**src/rtl/noc_pkg.sv**
```systemverilog
// Shared NoC definitions: tx state encoding, flit layout
// and 2-phase handshake constants.
package noc_pkg;

  typedef enum logic [2:0] {
    IDLE,
    FETCH,
    LOAD,
    SEND,
    WAIT_ACK,
    DONE
  } tx_state_t;

  localparam int FLIT_W   = 8;
  localparam int HEAD_BIT = FLIT_W - 1;

  // Both ends of a 2-phase channel start from this level.
  localparam logic PH_INIT = 1'b0;
  localparam logic PH_FLIP = 1'b1;

endpackage

```
**src/rtl/phase_detect.sv**
```systemverilog
// Turns a 2-phase toggle line into a one-cycle event pulse.
// Shared by the tx ack path and the rx req path.
import noc_pkg::*;

module phase_detect (
  input  logic clk,
  input  logic reset,
  input  logic tog,
  output logic ev
);

  logic old;

  always_ff @(posedge clk) begin
    if (reset) old <= PH_INIT;
    else       old <= tog;
  end

  assign ev = tog ^ old;

endmodule

```
**src/rtl/tx.sv**
```systemverilog
// Router output-port transmit stage: reads a packet from the
// buffer and sends it flit by flit over a 2-phase channel.
import noc_pkg::*;

module tx #(
  parameter int SIZE      = 8,
  parameter int BUFF_BITS = 3,
  parameter int PKT_FLITS = 8
) (
  input  logic                 clk,
  input  logic                 reset,
  input  logic                 pkt_valid,
  output logic                 pkt_done,
  output logic                 busy,
  output logic [BUFF_BITS-1:0] buf_addr,
  input  logic [SIZE-1:0]      buf_data,
  output logic                 ch_req,
  output logic [SIZE-1:0]      ch_flit,
  input  logic                 ch_ack,
  output logic                 proto_err
);

  localparam logic [BUFF_BITS-1:0] LAST =
    BUFF_BITS'(PKT_FLITS - 1);

  tx_state_t            state;
  tx_state_t            nxt;
  logic [BUFF_BITS-1:0] flit_idx;
  logic                 ack_ev;
  logic                 last;

  phase_detect u_ack (
    .clk   (clk),
    .reset (reset),
    .tog   (ch_ack),
    .ev    (ack_ev)
  );

  assign last = (flit_idx == LAST);
  assign busy = (state != IDLE);

  always_ff @(posedge clk) begin
    if (reset) state <= IDLE;
    else       state <= nxt;
  end

  always_comb begin
    nxt = state;
    unique case (state)
      IDLE:     if (pkt_valid) nxt = FETCH;
      FETCH:    nxt = LOAD;
      LOAD:     nxt = SEND;
      SEND:     nxt = WAIT_ACK;
      WAIT_ACK: if (ack_ev) nxt = last ? DONE : FETCH;
      DONE:     nxt = IDLE;
      default:  nxt = IDLE;
    endcase
  end

  always_ff @(posedge clk) begin
    if (reset) begin
      flit_idx  <= '0;
      buf_addr  <= '0;
      ch_req    <= PH_INIT;
      ch_flit   <= '0;
      pkt_done  <= 1'b0;
      proto_err <= 1'b0;
    end else begin
      pkt_done <= (state == DONE);
      if (ack_ev && state != WAIT_ACK)
        proto_err <= 1'b1;
      if (state == IDLE && pkt_valid) begin
        flit_idx <= '0;
        buf_addr <= '0;
      end
      // Head marker is rewritten, never taken from the buffer.
      if (state == LOAD)
        ch_flit <= {(flit_idx == '0), buf_data[SIZE-2:0]};
      if (state == SEND)
        ch_req <= ch_req ^ PH_FLIP;
      if (state == WAIT_ACK && ack_ev && !last) begin
        flit_idx <= flit_idx + 1'b1;
        buf_addr <= flit_idx + 1'b1;
      end
    end
  end

endmodule

```
**config.mk**
```make
export PLATFORM = sky130hd
export DESIGN_NAME = tx
export DESIGN_NICKNAME = d
export VERILOG_FILES = /design/src/rtl/noc_pkg.sv /design/src/rtl/phase_detect.sv /design/src/rtl/tx.sv
export SDC_FILE = /design/constraint.sdc
export NUM_CORES = 1
export LEC_CHECK = 0
export ABC_CLOCK_PERIOD_IN_PS = 1400
export CORE_MARGIN = 2
export CORE_UTILIZATION = 37
export CTS_CLUSTER_SIZE = 8
export DETAILED_ROUTE_END_ITERATION = 16
export DONT_BUFFER_PORTS = 1
export RECOVER_POWER = 100
export SYNTH_ARGS = -nofsm -noshare
export SYNTH_HDL_FRONTEND = slang
export SYNTH_SLANG_ARGS = --single-unit
export TNS_END_PERCENT = 10
```
**constraint.sdc**
```tcl
create_clock -name clk -period 1.4 [get_ports clk]
set_input_delay 0.21 -clock clk [delete_from_list [all_inputs] [get_ports clk]]
set_output_delay 0.21 -clock clk [all_outputs]
set_load 0.05 [all_outputs]
```
[Word-level counts from Yosys, hierarchy flattened]
Cells that the tools add are included.
Word-level totals
  output and inout port bits: 15
  bits in registers: 18
  input port bits: 12
  logic and storage cells: 35
Operators by class
  equality and inequality tests: 9
  bitwise logic cells: 2
  mux-type cells: 6
  reduce and logical (&&, ||, !) cells: 10
  add/subtract/negate cells: 1
Operators with widths (number)
  2-to-1 mux 3 bit: 5
  one-hot mux 3 bit (5 select lines): 1
  equality test 3 bit, second input constant: 3
  equality test 3 x 2 -> 1 bit, second input constant: 2
  logical NOT 3 bit: 2
  logical AND 1 bit: 4
  != test 2 bit, second input constant: 2
  adder 3 x 1 -> 3 bit, second input constant: 1
  equality test 3 x 1 -> 1 bit, second input constant: 1
  != test 3 bit, second input constant: 1
  nonzero test 3 bit: 1
  AND reduction 2 bit: 1
  nonzero test 2 bit: 1
  logical NOT 1 bit: 1
  NOT 1 bit: 1
  XOR 1 bit: 1

[Depth between registers and ports, before layout]
Gate-level depths: netlist (run 1).
  word-level depth: 4
  mapped depth: 5
  gate-level depth less buffers: 5

[Hierarchy]
A second synthesis (run 1) with hierarchy kept.
Unflattened totals
  cells, all modules: 74
  area total of the unflattened synthesis: 763.2 sq um
By module, submodules not included
  tx: times used 1, area each 728.2 sq um, cells an instance 71, seq. area each 340.3 sq um
  phase_detect: times used 1, area each 35.0 sq um, cells an instance 3, seq. area each 20.0 sq um

[Worst setup path after synthesis (run 1)]
Ideal clock, no wire load.
  path type: reg-to-reg
  from: register flit_idx[0]
  to: register flit_idx[1]
  path buffers: 0
  data required time: 1284 ps
  setup slack: -308 ps
  setup time: 116 ps
  stages on the path, launching flop included: 5
  clock period less this slack: 1708 ps
  arrival time: 1593 ps
  path through: dfxtp_1 > ha_1 > ha_1 > or3_4 > a31o_1
Between the ends
  word-level cells in the longest chain between the ends: 4
  elaborated cells on any way between the ends: 6
  those cells by class: add/sub: 1; eq/ne: 1; mux: 1; reduce/logical: 3
Ends and longest elaborated chain
  start, declared: line tx.sv:28  | logic [BUFF_BITS-1:0] flit_idx;
  start signal, assigned: line tx.sv:82  | flit_idx <= flit_idx + 1'b1;
  parallel branches: the longest is 4 deep, another holds adder 3 x 1 -> 3 bit
Parallel ways; which one is timed is not known.
A chain may end at the register's enable or synchronous reset.

[Final worst setup path (run 1)]
Ends and elaborated chain as after synthesis.

==> flow_summary.toml, run 1 <==
[global_routing]
grt_start_max_net_pins = 15
grt_pass1_wl_mm = 2.70
antenna_found_initial = 0
grt_pass1_vias = 609
overflow = 0
grt_usage_pct = 14.4

[clock_network]
cts_tree = "built"
clockBufferDepth = 2
htreeDepth = 1
cts.root.buffer_cell = "clkbuf_4"
clkSinkCount = 18
path_clk_slew_ps = 100
insertion_delay_ps = 290
cts_buffers = 3

[setup_path]
critical_path.startpoint_type = "register"
cp-end-kind = "register"
path_max_fanout = 3
crit_arrival_ps = 1580
crit_type = "register to register"
cp.required_ps = 1600

[timing]
clock.fmax_mhz = 724
worstMarginPinSlew_ps = 519
slew_headroom_pct = 65.3
hold_viol = 0
rsz0062_at_grt = "yes"
period_minus_slack_ps = 1380
skew_ps = 1.65
setup_violations = 0
drv_slew = 0
whs_ps = 42.9
period_share_pct = 98.6
fin_setup_tns_ps = 0
setup_slack_ps = 19.1

[logic_synthesis]
yosysWarnings = 0
mappedNetlistArea_um2 = 757
syn-num-nets = 92
synth_cells = 77
yosysUniqueCellTypes = 27
ys_seq_elements = 18
avgSynthCellArea_um2 = 9.83
ys_seq_area_share_pct = 47.6

[floorplan]
std_cell_rows = 16
die_width_um = 49.2
die_h_um = 49.2
ios = 27
core_um2 = 1940
start_util_pct = 39.0
die_area_um2 = 2420

[drt]
drt_iter0_drc = 1
drt-total-wl_mm = 1.57
drc_errors = 0
detail_route.wl_per_cell_um = 12.8
drt_pass1_iterations = 4
routed_via_density = 4.85
num_vias = 597
final_antenna_net_count = 0

[power]
ir_drop_mv = 0.662
leakage_nw = 0.389
p_per_area_nw_per_um2 = 1170

[worst_hold_path]
min_path_type = "primary input to register"

[finish]
diodes = 0
drive_above_1_share_pct = 31.3
stdcell_count = 123
area_growth_pct = 29.9
nets = 112
fill_cells = 203
postLayoutCoreUtil_pct = 50.6

[placement]
place_congestion = 0.770
hpwl_mm = 1.14
io_buffers = 0
dp_cells = 118
place_ws_ps = -5.67

[outcome]
status = "finished clean"

[job]
maxCapViolCount = 0
==> path summary, 6_finish.rpt <==
check,start,end,slack (ps),depth (start not counted)
worst max-delay path,flit_idx[0]$_SDFFE_PP0P_,flit_idx[1]$_SDFFE_PP0P_,20,4
worst min register to register,ch_flit[1]$_SDFFE_PP0P_,ch_flit[1]$_SDFFE_PP0P_,500,2
worst min-delay path,ch_ack,u_ack.old$_SDFF_PP0_,40,1
worst max register to register,flit_idx[0]$_SDFFE_PP0P_,flit_idx[1]$_SDFFE_PP0P_,20,4
==> kinds of logic (layout without fill, tap and decap cells) <==
group | after synthesis | after routing | share of synthesized area, %
adder cells (fa/ha/maj) | 3 | 3 | 4.96
XOR/XNOR | 3 | 3 | 3.47
flip-flops | 18 | 18 | 47.6
multiplexers | 7 | 7 | 9.26
AND/OR/NAND/NOR | 27 | 27 | 20.5
buffers and inverters | 9 | 28 | 4.96
AO/OA/AOI/OAI | 10 | 10 | 9.26
==> registers in the layout (all words and copies together), names as in the netlist <==
name,count
u_ack.old,1
ch_flit,8
pkt_done,1
proto_err,1
ch_req,1
flit_idx,3
state,3
==> placed cells by master (no fill, tap or decap), types with 2 or more instances in the layout <==
cell type  instances
buf_4              7
nor3_1             2
xnor2_1            2
dfxtp_1           16
a21oi_1            4
nand2b_1           3
dfxtp_4            2
clkbuf_2           9
nor2_1            10
nor4_1             2
clkbuf_4           3
nand3b_1           2
clkbuf_1           2
inv_1              3
a31o_1             3
ha_4               2
mux2i_1            7
==> critical path, stage by stage (launching register included) <==
cell and delay, ps:
dfxtp_4 360, ha_4 160, ha_4 150, or3_4 390, a31o_1 220
==> stage by stage <==
stage,cell area (um^2),power [W]
after floorplan,772,0.000779
after global placement,923,0.000831
after detailed placement,923,0.000836
after CTS,995,0.00117
after global routing,983,0.00121
final,983,0.00115
==> layout make-up <==
type / instances / area [um^2] / area share, %
sequential: 18 / 368 / 37.4
timing repair buffer: 20 / 126 / 12.8
tap: 27 / 33.8 / 3.44
multi-input combinational: 50 / 404 / 41.1
inverter: 4 / 15.0 / 1.53
clock buffer: 4 / 36.3 / 3.69
==> synthesized netlist by cell type <==
cell type | instances | share of area, %
o21ai_0 | 1 | 0.66
mux2i_1 | 7 | 9.3
xnor2_1 | 2 | 2.3
or2b_1 | 1 | 0.99
clkbuf_1 | 1 | 0.50
o21bai_1 | 1 | 0.99
ha_1 | 3 | 5.0
buf_2 | 2 | 1.3
nand2_1 | 1 | 0.50
nand2b_1 | 3 | 2.5
xor2_1 | 1 | 1.2
nor3b_1 | 1 | 0.99
dfxtp_1 | 18 | 48
o311a_2 | 1 | 1.5
nor4b_1 | 1 | 1.2
clkbuf_2 | 1 | 0.66
nor2_1 | 10 | 5.0
nor2b_1 | 1 | 0.83
or3b_4 | 1 | 1.5
or3_4 | 1 | 1.5
nor3_1 | 3 | 2.0
a31o_1 | 3 | 3.5
nor4_1 | 2 | 1.7
buf_1 | 1 | 0.50
nand3b_1 | 2 | 2.0
inv_1 | 4 | 2.0
a21oi_1 | 4 | 2.6
==> where the power goes <==
group          internal, W  switching [W]
clock network     0.000158       0.000160
logic            0.0000923       0.000168
registers         0.000540      0.0000358
==> routing by layer <==
metal / up-vias / track usage (%) / routed length (um)
met5: - / 0 / 0
met3: 4 / 3.07 / 94
met4: 0 / 7.14 / 21
met2: 14 / 24.1 / 791
li1: 300 / - / -
met1: 279 / 17.3 / 665
==> what timing repair did <==
| item | CTS | global route |
|---|---|---|
| hold buffers | 1 | 0 |
| setup endpoints to repair | 4 | 11 |
| endpoints found under the hold margin | 14 | 0 |
| resized for setup | 4 | 4 |
| setup buffers | 0 | 0 |
| pin swaps | 0 | 1 |
Power figures use the tool's default switching activity.
==> inputs of run 2 (changes only) <==
--- a/config.mk
+++ b/config.mk
@@ -11,7 +11,9 @@
 export CTS_CLUSTER_SIZE = 8
 export DETAILED_ROUTE_END_ITERATION = 16
 export DONT_BUFFER_PORTS = 1
+export MAX_ROUTING_LAYER = met4
 export RECOVER_POWER = 100
+export REMOVE_ABC_BUFFERS = 1
 export SYNTH_ARGS = -nofsm -noshare
 export SYNTH_HDL_FRONTEND = slang
 export SYNTH_SLANG_ARGS = --single-unit
==> flow_summary.toml, run 2 (same netlist as run 1, synthesis figures left out) <==
[outcome]
status = "finished clean"

[drt]
drc_errors = 0
drt_iter0_drc = 6
final_antenna_net_count = 0
num_vias = 589
routed_via_density = 4.79
detail_route.wl_per_cell_um = 12.3
drt_pass1_iterations = 4
drt-total-wl_mm = 1.51

[setup_path]
critPathLaunch = "flit_idx[0]$_SDFFE_PP0P_"
cp-end-kind = "register"
critical_path.startpoint_type = "register"
cp.required_ps = 1590
reg2reg_from = "flit_idx[0]$_SDFFE_PP0P_"
crit_type = "register to register"
path_max_fanout = 3
reg2regPathDepth = 4
rr_endpoint = "flit_idx[0]$_SDFFE_PP0P_"
cp-endpoint = "flit_idx[0]$_SDFFE_PP0P_"
crit_arrival_ps = 1580
reg2reg_slack_ps = 10

[timing]
drv_slew = 0
whs_ps = 44.1
period_share_pct = 99.2
clock.fmax_mhz = 720
setup_violations = 0
hold_viol = 0
worstMarginPinSlew_ps = 509
skew_ps = 5.99
slew_headroom_pct = 66.0
period_minus_slack_ps = 1390
rsz0062_at_grt = "yes"

[job]
maxCapViolCount = 0

[finish]
area_growth_pct = 27.9
top_register = "ch_flit"
largest_reg_flops = 8
postLayoutCoreUtil_pct = 49.9
final_common_cell = "dfxtp_1"
drive_above_1_share_pct = 37.5
largestRegisters = "ch_flit x8, flit_idx x3, state x3"
postLayoutCellArea_um2 = 968
nets = 112
fill_cells = 206
layout_common_cells = "dfxtp_1 (14), nor2_1 (10), clkbuf_2 (10)"
diodes = 0

[worst_hold_path]
min_path_type = "primary input to register"
worstHoldPathCells = 1

[placement]
placed_area_um2 = 903
io_buffers = 0
place_congestion = 0.703
hpwl_mm = 1.09

[global_routing]
overflow = 0
antenna_found_initial = 0
grt_start_max_net_pins = 15
grt_pass1_vias = 563
grt_pass1_wl_mm = 2.50
grt_usage_pct = 14.1

[power]
leakage_nw = 0.393
p_per_area_nw_per_um2 = 1180
ir_drop_mv = 0.650

[clock_network]
cts_tree = "built"
path_clk_slew_ps = 100
cts_buffers = 3
cts.root.buffer_cell = "clkbuf_4"
clkSinkCount = 18
clockBufferDepth = 2
insertion_delay_ps = 290
htreeDepth = 1

[floorplan]
die_h_um = 49.2
core_um2 = 1940
die_area_um2 = 2420
start_util_pct = 39.0
die_width_um = 49.2
ios = 27
std_cell_rows = 16
==> run 2: changes by cell type in the layout (fill, tap and decap cells not counted), moves of 2 or more <==
cell     before  now
buf_4         7    5
dfxtp_1      16   14
dfxtp_2       0    4
dfxtp_4       2    0
ha_2          0    2
ha_4          2    0
==> run 2: worst max-delay path: stages (launching register included) <==
cell	delay [ps]
dfxtp_2	330
ha_2	180
ha_2	170
or3_4	390
a31o_1	220
==> run 2: per-stage QoR <==
stage	worst slack [ps]	power, W	setup TNS (ps)	std cells
5_1_grt	-36.8	0.00121	-126	123
3_3_place_gp	-11.2	0.000829	-30.8	117
4_1_cts	-4.07	0.00116	-4.07	122
3_5_place_dp	-36.0	0.000834	-79.5	117
2_1_floorplan	-368	0.000767	-3820	72
6_report	11.5	0.00115	0	123
==> run 2: per-layer routing <==
metal | wire (um) | global-route usage, % | part of all wire (%) | vias to the layer above
met5 | 0 | - | 0 | -
met4 | 33 | 7.14 | 2.2 | 0
met3 | 68 | 4.60 | 4.5 | 5
met2 | 716 | 20.9 | 47 | 13
met1 | 696 | 17.0 | 46 | 268
li1 | - | - | - | 303
==> run 2: timing repair <==
action,in CTS,in global routing
buffers inserted,0,0
hold endpoints to repair,14,0
pin swaps,1,0
cloned,0,1
hold buffers,1,0
endpoints found under the setup margin,4,11
resized for setup,5,9
==> run 2: cell type report <==
cell class                 instances  area [um^2]  area share (%)
multi-input combinational         50          393            40.6
clock buffer                       4         36.3            3.75
inverter                           4         15.0            1.55
sequential                        18          365            37.7
tap                               27         33.8            3.49
timing repair buffer              20          125            12.9
==> run 2: how the worst min path moves through the flow <==
stage	startpoint	to	slack [ps]
finish	ch_ack	u_ack.old$_SDFF_PP0_	40
global route	ch_ack	u_ack.old$_SDFF_PP0_	20
CTS	ch_ack	u_ack.old$_SDFF_PP0_	30
detailed placement	reset	ch_flit[7]$_SDFFE_PP0P_	280
global placement	reset	state[2]$_SDFFE_PP0P_	280
floorplan	reset	ch_flit[7]$_SDFFE_PP0P_	280
==> run 2: where the power goes <==
part	total, W	internal (W)	switching (W)
combinational	0.000254	0.0000886	0.000166
clock	0.000309	0.000158	0.000151
sequential	0.000582	0.000546	0.0000364
total	0.00115	0.000793	0.000353
